### src/rtl/wib_pkg.sv
// wib_pkg: shared WIB geometry constants and fetch FSM state encoding.
// Imported by the WIB fetch sequencer and its output FIFO.
package wib_pkg;

  localparam int WIB_ADDR_W = 10;
  localparam int WIB_DATA_W = 19;
  localparam int WIB_WORDS  = 1024;

  localparam logic [1:0] ST_IDLE  = 2'd0;
  localparam logic [1:0] ST_RUN   = 2'd1;
  localparam logic [1:0] ST_DRAIN = 2'd2;

endpackage

### src/rtl/wib_fetch_fifo.sv
// wib_fetch_fifo: synchronous FIFO, registered output, no fall-through.
// Ports: clk_i/rst_i, wr_en_i/wr_data_i push, rd_en_i pop,
// rd_data_o head word, count_o occupancy, empty_o.
module wib_fetch_fifo
  import wib_pkg::*;
#(
  parameter int W     = WIB_DATA_W + 1,
  parameter int DEPTH = 4
) (
  input  logic                     clk_i,
  input  logic                     rst_i,
  input  logic                     wr_en_i,
  input  logic [W-1:0]             wr_data_i,
  input  logic                     rd_en_i,
  output logic [W-1:0]             rd_data_o,
  output logic [$clog2(DEPTH):0]   count_o,
  output logic                     empty_o
);

  localparam int AW = $clog2(DEPTH);
  localparam logic [AW:0] FULL_C = (AW+1)'(DEPTH);
  localparam logic [AW-1:0] PTR_ONE = AW'(1);
  localparam logic [AW:0] CNT_ONE = (AW+1)'(1);

  logic [W-1:0]  mem_q [DEPTH];
  logic [AW-1:0] wptr_q;
  logic [AW-1:0] rptr_q;
  logic [AW:0]   cnt_q;
  logic          wr_ok;
  logic          rd_ok;

  assign rd_ok = rd_en_i & (cnt_q != '0);
  // A push into a full FIFO is only taken alongside a pop.
  assign wr_ok = wr_en_i & ((cnt_q != FULL_C) | rd_ok);

  assign rd_data_o = mem_q[rptr_q];
  assign count_o   = cnt_q;
  assign empty_o   = (cnt_q == '0);

  always_ff @(posedge clk_i) begin
    if (rst_i) begin
      wptr_q <= '0;
      rptr_q <= '0;
      cnt_q  <= '0;
      for (int i = 0; i < DEPTH; i++) begin
        mem_q[i] <= '0;
      end
    end else begin
      if (wr_ok) begin
        mem_q[wptr_q] <= wr_data_i;
        wptr_q        <= wptr_q + PTR_ONE;
      end
      if (rd_ok) begin
        rptr_q <= rptr_q + PTR_ONE;
      end
      case ({wr_ok, rd_ok})
        2'b10:   cnt_q <= cnt_q + CNT_ONE;
        2'b01:   cnt_q <= cnt_q - CNT_ONE;
        default: cnt_q <= cnt_q;
      endcase
    end
  end

endmodule

### src/rtl/wib_fetch.sv
// wib_fetch: WIB read sequencer; walks base+k*stride and turns the
// fixed-latency read data into a credit-limited valid/ready stream.
// Ports: i_clk/i_rst; command i_start, i_base_addr, i_stride, i_len;
// status o_busy, o_done; buffer o_wib_raddr, o_wib_rd_en, i_wib_rdat;
// stream o_dat, o_dat_vld, o_dat_last, i_dat_rdy.
module wib_fetch
  import wib_pkg::*;
#(
  parameter int ADDR_W     = WIB_ADDR_W,
  parameter int DATA_W     = WIB_DATA_W,
  parameter int RD_LAT     = 1,
  parameter int FIFO_DEPTH = 4
) (
  input  logic              i_clk,
  input  logic              i_rst,
  input  logic              i_start,
  input  logic [ADDR_W-1:0] i_base_addr,
  input  logic [ADDR_W-1:0] i_stride,
  input  logic [ADDR_W:0]   i_len,
  output logic              o_busy,
  output logic              o_done,
  output logic [ADDR_W-1:0] o_wib_raddr,
  output logic              o_wib_rd_en,
  input  logic [DATA_W-1:0] i_wib_rdat,
  output logic [DATA_W-1:0] o_dat,
  output logic              o_dat_vld,
  output logic              o_dat_last,
  input  logic              i_dat_rdy
);

  localparam int CW = $clog2(FIFO_DEPTH) + 1;
  localparam logic [CW-1:0] DEPTH_C = CW'(FIFO_DEPTH);
  localparam logic [ADDR_W:0] ONE_L = (ADDR_W+1)'(1);

  logic [1:0]        state_q;
  logic [1:0]        state_d;
  logic [ADDR_W-1:0] addr_q;
  logic [ADDR_W-1:0] addr_d;
  logic [ADDR_W-1:0] stride_q;
  logic [ADDR_W-1:0] stride_d;
  logic [ADDR_W:0]   len_q;
  logic [ADDR_W:0]   len_d;
  logic [ADDR_W:0]   iss_q;
  logic [ADDR_W:0]   iss_d;
  logic [RD_LAT-1:0] vsr_q;
  logic [RD_LAT-1:0] vsr_d;
  logic [RD_LAT-1:0] lsr_q;
  logic [RD_LAT-1:0] lsr_d;
  logic              done_q;
  logic              done_d;

  logic [CW-1:0]     infl;
  logic [CW-1:0]     occ;
  logic [CW-1:0]     f_count;
  logic              f_empty;
  logic [DATA_W:0]   f_rdata;
  logic              credit;
  logic              issue;
  logic              last_iss;
  logic              pop;

  // Reads still in the buffer pipeline, not yet in the FIFO.
  always_comb begin
    infl = '0;
    for (int i = 0; i < RD_LAT; i++) begin
      infl = infl + CW'(vsr_q[i]);
    end
  end

  // Every in-flight read already owns a FIFO slot, so the FIFO
  // can never overflow whatever the downstream ready does.
  assign occ      = f_count + infl;
  assign credit   = (occ < DEPTH_C);
  assign issue    = (state_q == ST_RUN) & credit;
  assign last_iss = (iss_q == (len_q - ONE_L));
  assign pop      = ~f_empty & i_dat_rdy;

  assign o_busy      = (state_q != ST_IDLE);
  assign o_done      = done_q;
  assign o_wib_rd_en = issue;
  assign o_wib_raddr = addr_q;
  assign o_dat       = f_rdata[DATA_W-1:0];
  assign o_dat_vld   = ~f_empty;
  assign o_dat_last  = ~f_empty & f_rdata[DATA_W];

  always_comb begin
    state_d  = state_q;
    addr_d   = addr_q;
    stride_d = stride_q;
    len_d    = len_q;
    iss_d    = iss_q;
    done_d   = 1'b0;
    case (state_q)
      ST_IDLE: begin
        if (i_start) begin
          if (i_len != '0) begin
            state_d  = ST_RUN;
            addr_d   = i_base_addr;
            stride_d = i_stride;
            len_d    = i_len;
            iss_d    = '0;
          end else begin
            done_d = 1'b1;
          end
        end
      end
      ST_RUN: begin
        if (issue) begin
          addr_d = addr_q + stride_q;
          iss_d  = iss_q + ONE_L;
          if (last_iss) begin
            state_d = ST_DRAIN;
          end
        end
      end
      ST_DRAIN: begin
        if (pop & o_dat_last) begin
          state_d = ST_IDLE;
          done_d  = 1'b1;
        end
      end
      default: state_d = ST_IDLE;
    endcase
  end

  // Return tracker: valid and last ride alongside the buffer latency.
  always_comb begin
    vsr_d    = '0;
    lsr_d    = '0;
    vsr_d[0] = issue;
    lsr_d[0] = issue & last_iss;
    for (int i = 1; i < RD_LAT; i++) begin
      vsr_d[i] = vsr_q[i-1];
      lsr_d[i] = lsr_q[i-1];
    end
  end

  always_ff @(posedge i_clk) begin
    if (i_rst) begin
      state_q  <= ST_IDLE;
      addr_q   <= '0;
      stride_q <= '0;
      len_q    <= '0;
      iss_q    <= '0;
      vsr_q    <= '0;
      lsr_q    <= '0;
      done_q   <= 1'b0;
    end else begin
      state_q  <= state_d;
      addr_q   <= addr_d;
      stride_q <= stride_d;
      len_q    <= len_d;
      iss_q    <= iss_d;
      vsr_q    <= vsr_d;
      lsr_q    <= lsr_d;
      done_q   <= done_d;
    end
  end

  wib_fetch_fifo #(
    .W     (DATA_W + 1),
    .DEPTH (FIFO_DEPTH)
  ) u_fifo (
    .clk_i     (i_clk),
    .rst_i     (i_rst),
    .wr_en_i   (vsr_q[RD_LAT-1]),
    .wr_data_i ({lsr_q[RD_LAT-1], i_wib_rdat}),
    .rd_en_i   (pop),
    .rd_data_o (f_rdata),
    .count_o   (f_count),
    .empty_o   (f_empty)
  );

endmodule

### config.mk
export PLATFORM = sky130hd
export DESIGN_NAME = wib_fetch
export DESIGN_NICKNAME = d
export VERILOG_FILES = /design/src/rtl/wib_pkg.sv /design/src/rtl/wib_fetch_fifo.sv /design/src/rtl/wib_fetch.sv
export SDC_FILE = /design/constraint.sdc
export NUM_CORES = 1
export LEC_CHECK = 0
export ABC_AREA = 1
export BUFFER_PORTS_ARGS = -buffer_cell sky130_fd_sc_hd__buf_2
export CORE_ASPECT_RATIO = 1.75
export CORE_MARGIN = 8
export CORE_UTILIZATION = 25
export CTS_BUF_LIST = sky130_fd_sc_hd__clkbuf_4
export DETAILED_ROUTE_END_ITERATION = 16
export GPL_ROUTABILITY_DRIVEN = 0
export PLACE_DENSITY = 0.43
export REMOVE_ABC_BUFFERS = 1
export SLEW_MARGIN = 25
export SYNTH_ARGS = -nofsm -noshare
export SYNTH_HDL_FRONTEND = slang
export SYNTH_SLANG_ARGS = --single-unit
export TNS_END_PERCENT = 20
### constraint.sdc
create_clock -name i_clk -period 5.5 [get_ports i_clk]
set_clock_uncertainty 0.15 [all_clocks]
set_input_delay 1.1 -clock i_clk [delete_from_list [all_inputs] [get_ports i_clk]]
set_output_delay 1.1 -clock i_clk [all_outputs]
set_load 0.02 [all_outputs]
==> summary.md <==
| Metric | Value |
|---|---|
| Nets@finish | `just under 1,000` |
| Clk buf depth | `2` |
| DRC | `0` |
| Tmin final | `between 3 and 4 ns` |
| CTS tree | `yes` |
| Sink Count | `around 140` |
| Dpl ws | `about 2 ns` |
| WP data arrival | `between 2 and 3 ns` |
| TritonRoute pass-1 iters | `4` |
| Crit start category | `flip-flop` |
| Vias in the first global route | `6,075` |
| Synth-to-Final Area Change | `16.29%` |
| Antenna violations before repair | `1` |
| Worst-skew pair later-pin latency | `roughly 0.60 ns` |
| Initial core utilization | `0.2530` |
| Synth cell types | `38` |
| Hold Slack | `0.3086 ns` |
| DR vias | `a little under 6,000` |
| Mapped Cells | `842` |
| Syn Area/Cell | `8.345 um2` |
| Largest area contributor in the netlist | `edfxtp_1` |
| Top-count cell post-synth | `nor2_1` |
| Worst slew pin tran | `1.022 ns` |
| Post-synth EDFFs | `80` |
| Inst Count DP | `around 1,300` |
| Fin. Hold Viols | `0` |
| Number of H-tree levels | `4` |
| Reg clk slew, reported paths | `roughly 0.12 ns` |
| Ys flop type | `edfxtp_1` |
| Yosys reg bits | `between 100 and 150` |
| Leak | `3.396 nW` |
| R2R Setup Slk | `roughly 2.6 ns` |
| Area contributors post-synth | `edfxtp_1, dfxtp_1, nor2_1` |
| Drt initial violations | `248` |
| Die Area | `~34,000 um2` |
| Slew Viols, Final | `0` |
| End point of the critical path | `o_dat[0]` |
| Setup TNS | `0 ns` |
| Fin worst setup slack | `~1.6 ns` |
| Post-cts resize count | `0` |
| Total global-route track usage | `0.1284` |
| Worst-path maximum fanout | `between 40 and 50` |
| Worst path slowest cell | `inv_1` |
| WL final | `about 21,000 um` |
| Fmax | `0.2576 GHz` |
| Synth top area share | `0.3419` |
| Worst Hold Class | `reg -> reg` |
| Layout cells sized above 1 | `0.1955` |
| Clk root buf | `clkbuf_4` |
| First-pass GRT wire length | `roughly 33,000 um` |
| Setup repair bufs after CTS | `0` |
| Final Cycle Share | `0.7057` |
| Largest net degree at the start of global routing | `42` |
| Reg-to-Reg End | `u_fifo.mem_q[1][14]` |
| Nature of the critical path endpoint | `primary output` |
| Wirelength per Cell | `between 15 and 20 um` |
| Sequence of cells on the critical path | `buf_4 > inv_1 > buf_4 > o21ai_0 > o22ai_1 > buf_2` |
| Peak supply drop | `between 0.1 and 0.15 mV` |
| Cell row count | `about 80` |
| Avg Vias per Cell | `4.426` |
| Outcome | `finished, final reports clean` |
| Crit path largest cell delay | `0.55 ns` |
| Asr flop ratio synth | `0` |
| CTS Buf Count | `17` |
| Final setup viols | `0` |
| RSZ-0062 raised after global routing | `no` |
| Register area share after synthesis | `0.5014` |
| Top cells by count, synth | `nor2_1, nand2_1, inv_1` |
| IO Port Bufs | `87` |
| Mapped cell area | `about 7000 um2` |
| Core ar. | `27,770 um2` |
| Final Instance Count excl. Fillers | `approximately 1,300` |
| Cell mode on critical path | `buf_4` |
| FF-to-FF Start | `u_fifo.count_o[1]` |
| Post-DP HPWL | `roughly 15,000 um` |
| Max_slew headroom | `0.3180` |
| CTS Hold Bufs | `0` |
| Io pins | `a little under 90` |
| Remaining antenna violation count | `0` |
| Max Cap Viol | `0` |
| Grt total ovfl | `0` |
| Die width | `142.7 um` |
| Synth Warn # | `0` |
| R2R depth | `11` |
| PD cells | `a little over 300 nW/um2` |
| Setup CP Type | `reg -> out` |
| Die Ht | `roughly 240 um` |
| Worst Path Required | `4.25 ns` |
-- stage by stage --
step           utilization  total power, W  cell area (um2)
2_1_floorplan            -        0.001592             6859
3_3_place_gp        0.2830        0.001827             7858
3_5_place_dp        0.2830        0.001830             7858
4_1_cts             0.2938        0.002565             8159
5_1_grt             0.2943        0.002669             8172
6_report            0.2943        0.002508             8172
-- sequential cells by signal (all words and copies together) (netlist names), named ones only --
signal,cells
iss_q,11
u_fifo.count_o,3
o_done,1
stride_q,10
u_fifo.wptr_q,2
o_wib_raddr,10
u_fifo.mem_q,80
vsr_q,1
u_fifo.rptr_q,2
state_q,2
lsr_q,1
len_q,11
-- critical path: cells and delay by family (launching register included) --
family          cells  cell delay [ns]
buf+inv             4             1.39
compound gates      2             0.33
flops               1             0.32
-- cells by family (layout without fill, tap and decap cells) --
group / Yosys count / count (layout) / share of synthesized area
and+or+nand+nor: 350 / 350 / 0.2372
xor gates and xnor gates: 7 / 7 / 0.008725
other: 0 / 1 / 0
AOI/OAI and AO/OA: 179 / 179 / 0.1371
DFF: 136 / 136 / 0.5014
adders and majority gates: 14 / 14 / 0.02707
buffers and inverters: 156 / 250 / 0.08850
-- per-layer routing --
layer	GRT usage	wire [um]	part of all wire	up-vias
met5	0	0	0	-
met4	0.07249	792	0.038	0
met3	0.02772	773	0.037	37
met2	0.2465	11510	0.55	92
met1	0.1215	7705	0.37	2723
li1	-	-	-	2946
-- worst min-delay path by stage --
stage / cells past startpoint / to / startpoint
3_5_place_dp: 2 / stride_q[8] / stride_q[8]
5_1_grt: 2 / stride_q[4] / stride_q[4]
6_report: 2 / stride_q[8] / stride_q[8]
2_1_floorplan: 2 / stride_q[0] / stride_q[0]
4_1_cts: 2 / stride_q[8] / stride_q[8]
3_3_place_gp: 2 / stride_q[8] / stride_q[8]
-- cell usage in the layout, fill, tap and decap left out, types with 4 or more instances in the layout --
| cell | instances |
|---|---|
| nand4_1 | 14 |
| inv_2 | 23 |
| o22ai_1 | 19 |
| nor3_1 | 10 |
| nand2_1 | 110 |
| clkbuf_4 | 17 |
| o21ai_0 | 87 |
| a21oi_1 | 54 |
| inv_1 | 98 |
| ha_1 | 12 |
| edfxtp_1 | 80 |
| xor2_1 | 4 |
| nor2_1 | 152 |
| buf_2 | 87 |
| nor2_4 | 11 |
| dfxtp_1 | 56 |
| nor2_8 | 10 |
| buf_4 | 10 |
| nand3_1 | 37 |
-- report_power, final --
part / total [W] / internal, W / switching, W / leakage [nW]
registers: 0.00118 / 0.00114 / 0.0000366 / 1.29
clock network: 0.000721 / 0.000314 / 0.000407 / 0.150
logic: 0.000610 / 0.000185 / 0.000426 / 1.96
-- layout make-up --
type | instances | area [um2]
Inverter | 121 | 454.2
Multi-Input combinational cell | 550 | 2913
Fill cell | 3144 | 19600
Antenna cell | 1 | 2.502
Tap cell | 373 | 466.7
Sequential cell | 136 | 3523
Clock inverter | 15 | 173.9
Clock buffer | 17 | 127.6
Timing Repair Buffer | 97 | 510.5
No activity file was read; power rests on OpenSTA's default activity.
